<file path="config.mk">
export PLATFORM = sky130hd
export DESIGN_NAME = cfg_write_arbiter
export DESIGN_NICKNAME = d
export VERILOG_FILES = /design/src/rtl/cfg_write_arbiter.sv
export SDC_FILE = /design/constraint.sdc
export NUM_CORES = 1
export LEC_CHECK = 0
export CORE_ASPECT_RATIO = 1.75
export CORE_MARGIN = 3
export CORE_UTILIZATION = 35
export CTS_BUF_LIST = sky130_fd_sc_hd__clkbuf_16
export CTS_CLUSTER_DIAMETER = 30
export DETAILED_ROUTE_END_ITERATION = 16
export PLACE_DENSITY = 0.73
export SLEW_MARGIN = 10
export SYNTH_ARGS = -nofsm -noshare
export SYNTH_HDL_FRONTEND = slang
export SYNTH_SLANG_ARGS = --single-unit
</file>
<file path="constraint.sdc">
create_clock -name CLK -period 2.5 [get_ports CLK]
set_input_delay 0.375 -clock CLK [delete_from_list [all_inputs] [get_ports CLK]]
set_output_delay 0.375 -clock CLK [all_outputs]
set_load 0.005 [all_outputs]
</file>
<file path="src/rtl/cfg_write_arbiter.sv">
// Round-robin arbiter merging host and supervisor writes onto one configuration write port.
// A legal write to SERVICE (addr 2) blocks further grants for a 3-cycle hold-off.
module cfg_write_arbiter (
   input  logic        CLK,
   input  logic        RST,
   input  logic        H_VALID,
   input  logic [2:0]  H_ABUS,
   input  logic [15:0] H_DBUS,
   output logic        H_READY,
   output logic        H_ERR,
   input  logic        S_VALID,
   input  logic [2:0]  S_ABUS,
   input  logic [15:0] S_DBUS,
   output logic        S_READY,
   output logic        S_ERR,
   input  logic        LOCK,
   output logic        WREN,
   output logic [2:0]  ABUS,
   output logic [15:0] DBUS,
   output logic        BUSY
);

   typedef enum logic {IDLE, HOLDOFF} state_t;

   localparam logic LAST_HOST = 1'b0;
   localparam logic LAST_SUP  = 1'b1;
   localparam logic [2:0] ADDR_SERVICE = 3'd2;
   localparam logic [2:0] ADDR_RST_LMT = 3'd3;

   state_t      state_q, state_d;
   logic [1:0]  cnt_q, cnt_d;
   logic        last_q, last_d;
   logic        wren_q, wren_d;
   logic [2:0]  abus_q, abus_d;
   logic [15:0] dbus_q, dbus_d;
   logic        herr_q, herr_d;
   logic        serr_q, serr_d;
   logic        gnt_h, gnt_s;
   logic        h_legal, s_legal;
   logic        sel_legal;
   logic [2:0]  sel_abus;
   logic [15:0] sel_dbus;

   assign h_legal = !(LOCK && H_ABUS[2]);
   assign s_legal = (S_ABUS == ADDR_SERVICE) || (S_ABUS == ADDR_RST_LMT);

   always_comb begin
      gnt_h     = 1'b0;
      gnt_s     = 1'b0;
      state_d   = state_q;
      cnt_d     = cnt_q;
      last_d    = last_q;
      wren_d    = 1'b0;
      abus_d    = abus_q;
      dbus_d    = dbus_q;
      herr_d    = 1'b0;
      serr_d    = 1'b0;
      sel_legal = 1'b0;
      sel_abus  = H_ABUS;
      sel_dbus  = H_DBUS;
      case (state_q)
         IDLE: begin
            // On a tie the requester not granted last wins; a lone requester always wins.
            if (!RST) begin
               if (H_VALID && (!S_VALID || last_q == LAST_SUP)) gnt_h = 1'b1;
               else if (S_VALID)                              gnt_s = 1'b1;
            end
            if (gnt_h) begin
               last_d    = LAST_HOST;
               sel_legal = h_legal;
               herr_d    = !h_legal;
            end else if (gnt_s) begin
               last_d    = LAST_SUP;
               sel_legal = s_legal;
               sel_abus  = S_ABUS;
               sel_dbus  = S_DBUS;
               serr_d    = !s_legal;
            end
            if (sel_legal) begin
               wren_d = 1'b1;
               abus_d = sel_abus;
               dbus_d = sel_dbus;
               if (sel_abus == ADDR_SERVICE) begin
                  state_d = HOLDOFF;
                  cnt_d   = 2'd2;
               end
            end
         end
         HOLDOFF: begin
            if (cnt_q == 2'd0) state_d = IDLE;
            else               cnt_d   = cnt_q - 2'd1;
         end
         default: state_d = IDLE;
      endcase
   end

   always_ff @(posedge CLK) begin
      if (RST) begin
         state_q <= IDLE;
         cnt_q   <= 2'd0;
         last_q  <= LAST_SUP;
         wren_q  <= 1'b0;
         abus_q  <= 3'd0;
         dbus_q  <= 16'd0;
         herr_q  <= 1'b0;
         serr_q  <= 1'b0;
      end else begin
         state_q <= state_d;
         cnt_q   <= cnt_d;
         last_q  <= last_d;
         wren_q  <= wren_d;
         abus_q  <= abus_d;
         dbus_q  <= dbus_d;
         herr_q  <= herr_d;
         serr_q  <= serr_d;
      end
   end

   assign H_READY = gnt_h;
   assign S_READY = gnt_s;
   assign H_ERR   = herr_q;
   assign S_ERR   = serr_q;
   assign WREN    = wren_q;
   assign ABUS    = abus_q;
   assign DBUS    = dbus_q;
   assign BUSY    = (state_q == HOLDOFF);

endmodule

</file>
==> impl_metrics.toml <==
[global_routing]
track_usage_pct = 16.55
grt-ovfl-total = 0
grt_max_degree = 19
grt_pass1_vias = 1294
grt_antenna_before_repair = 0
grt_pass1_wl_microns = 5809

[timing]
finalHoldViolations = 0
rsz0062_at_grt = "false"
fin_crit_sh_pct = 94.69
finClkSkew_ps = 1.581
finalSetupViolations = 0
tns_ps = 0
slew_viol_final = 0
max_freq_mhz = 422.4
slew_headroom_pct = 81.99
min_period_ps = 2367
fin_ws_ps = 132.8
worst_slew_pin_slew_ps = 269.2

[yosys]
synth_area_per_cell_sq_um = 9.141
ys_types = 31
yosysSeqAreaShare_pct = 38.73
syn_inst = 147
yosysWarnings = 0
ys_ff_latch = 26
synthFlopType = "dfxtp_1"
async_flop_share_pct = 0
syn_area_sq_um = 1344
syn_nets = 191
synth_edf_count = 0

[route]
vias = 1283
avgRoutedWirePerCell_microns = 13.56
drt-initial-drc-count = 8
wl_microns = 3554
via_per_inst = 4.897
drc = 0
postRouteAntennaNets = 0
drt-pass1-iter-count = 3

[status]
outcome = "completed"

[clock_network]
cts_htree_levels = 1
clock_latency_ps = 250
cts.path.max_buffers = 2
cts_tree = "done"
clockRootBuffer = "clkbuf_16"
cts.clk_slew.worst_paths_ps = 60
cts_sinks = 26
cts_buffers = 3
cts_resized = 0
ctsHoldBuffers = 0
post_cts_buffers = 0

[cells_and_area]
diodes = 0
fillCellCount = 337
syn_to_final_growth_pct = 60.15
drive_gt1_share_pct = 16.67
layout.nets = 261

[critical_path]
endpoint_kind = "output pin"
r2r_cells = 6
start_kind = "input port"
reg2reg_from = "BUSY"
r2r_end = "DBUS[13]"
r2r_slack_ps = 600
path_max_fanout = 3
crit_type = "input port to output pin"
cp.arrival_ps = 1990
crit_required_ps = 2120

[die]
dieWidth_microns = 52.84
die_h_microns = 87.97
initial_core_util_pct = 36.67
io_pins = 68
coreArea_sq_um = 3665
fp-row-count = 29
die_area_sq_um = 4648

[placed_design]
pre_cts_slack_ps = 116.2
gp_congestion = 0.7900
hpwl_microns = 2809
io_buffers = 67

[pwr]
power_density_nw_per_um2 = 505.3
internal_power_mw = 0.8253
seq_power_share_pct = 42.3
switching_share_pct = 24.11
p_clk_share_pct = 32.4
switchingPower_mw = 0.2622
leakagePower_nw = 0.7918
ir_worst_vdd_v = 0.0003715
pwr-share-comb_pct = 25.4

[worst_hold_path]
holdCritStartpoint = "ABUS[1]"
min_path_cells = 2
hp-class = "register to register"
min_to = "ABUS[1]"

[flow_run]
cap_violations = 0
[flip-flops by register name, indices dropped and copies added (netlist names)]
name / cells
ABUS: 3
cnt_q: 2
WREN: 1
H_ERR: 1
DBUS: 16
last_q: 1
BUSY: 1
S_ERR: 1
[power groups by stage]
| stage | combinational, mW | sequential [mW] | clock (mW) |
|---|---|---|---|
| 6_report | 0.276 | 0.460 | 0.352 |
| 3_5_place_dp | 0.279 | 0.469 | 0 |
| 5_1_grt | 0.302 | 0.463 | 0.375 |
| 3_3_place_gp | 0.273 | 0.468 | 0 |
| 4_1_cts | 0.280 | 0.460 | 0.363 |
| 2_1_floorplan | 0.127 | 0.471 | 0 |
[cells by family (layout without fill, tap and decap cells)]
logic type	after synthesis	after routing	synth area share, %
AOI/OAI and AO/OA	27	27	25.70
adders and majority gates	1	1	0.9309
buffers and inverters	16	85	8.193
DFF	26	26	38.73
and+or+nand+nor	77	77	26.44
[metal layers]
| layer | wire length (microns) | track usage (%) | up-vias |
|---|---|---|---|
| li1 | - | - | 646 |
| met1 | 1304 | 18.28 | 598 |
| met2 | 2019 | 30.09 | 37 |
| met3 | 182 | 2.385 | 2 |
| met4 | 47 | 7.442 | 0 |
| met5 | 0 | 0 | - |
[cell usage in the layout (no fill, tap or decap), types with 2 or more instances in the layout]
cell,n
a21oi_2,2
a311oi_2,17
buf_12,2
buf_4,6
clkbuf_16,3
clkdlybuf4s50_1,67
dfxtp_1,26
inv_1,6
nand2_1,39
nor2_1,23
nor2b_1,3
or3_1,2
[worst max-delay path, stage by stage]
cell and delay [ps]:
clkdlybuf4s50_1 470, or2b_1 250, or3_1 340, inv_1 60, clkdlybuf4s50_1 500
[synthesized netlist by cell type (all sizes together), types with 2 or more instances]
cell type  number  area [sq um]
a21oi           3         18.77
a311oi         17         255.2
buf             5         68.81
clkbuf          5         18.77
dfxtp          26         520.5
inv             6         22.52
nand2          40         157.6
nand2b          2         20.02
nor2           23         86.33
nor2b           3         18.77
or3             2         12.51
or4b            2         23.77
[stage by stage]
| stage | cells | total power [mW] | util, % | instance area (sq um) | hold WS [ps] |
|---|---|---|---|---|---|
| 4_1_cts | 262 | 1.103 | 58.72 | 2152 | 515.5 |
| 3_5_place_dp | 258 | 0.7479 | 56.57 | 2073 | 503.8 |
| 5_1_grt | 262 | 1.140 | 58.72 | 2152 | 529.7 |
| 3_3_place_gp | 258 | 0.7418 | 56.57 | 2073 | 492.4 |
| 6_report | 262 | 1.088 | 58.72 | 2152 | 515.0 |
| 2_1_floorplan | 147 | 0.5977 | - | 1344 | 477.0 |
[worst max path at each step]
stage | start | end | slack, ps | depth (start not counted)
2_1_floorplan | RST | cnt_q[1] | 750 | 6
3_3_place_gp | H_VALID | H_READY | 150 | 5
3_5_place_dp | H_VALID | DBUS[13] | 120 | 7
4_1_cts | H_VALID | H_READY | 130 | 5
5_1_grt | H_VALID | H_READY | 80 | 5
6_report | H_VALID | H_READY | 130 | 5
[final cells by class]
class,count,area [sq um],area share (%)
clock buffers,3,75.07,3.488
inverters,6,22.52,1.047
multi-input cells,105,716.9,33.31
repair buffers,75,755.7,35.12
clock inverters,1,3.754,0.1744
well taps,46,57.56,2.674
flip-flops and latches,26,520.5,24.19
No activity file was read; power rests on OpenSTA's default activity.
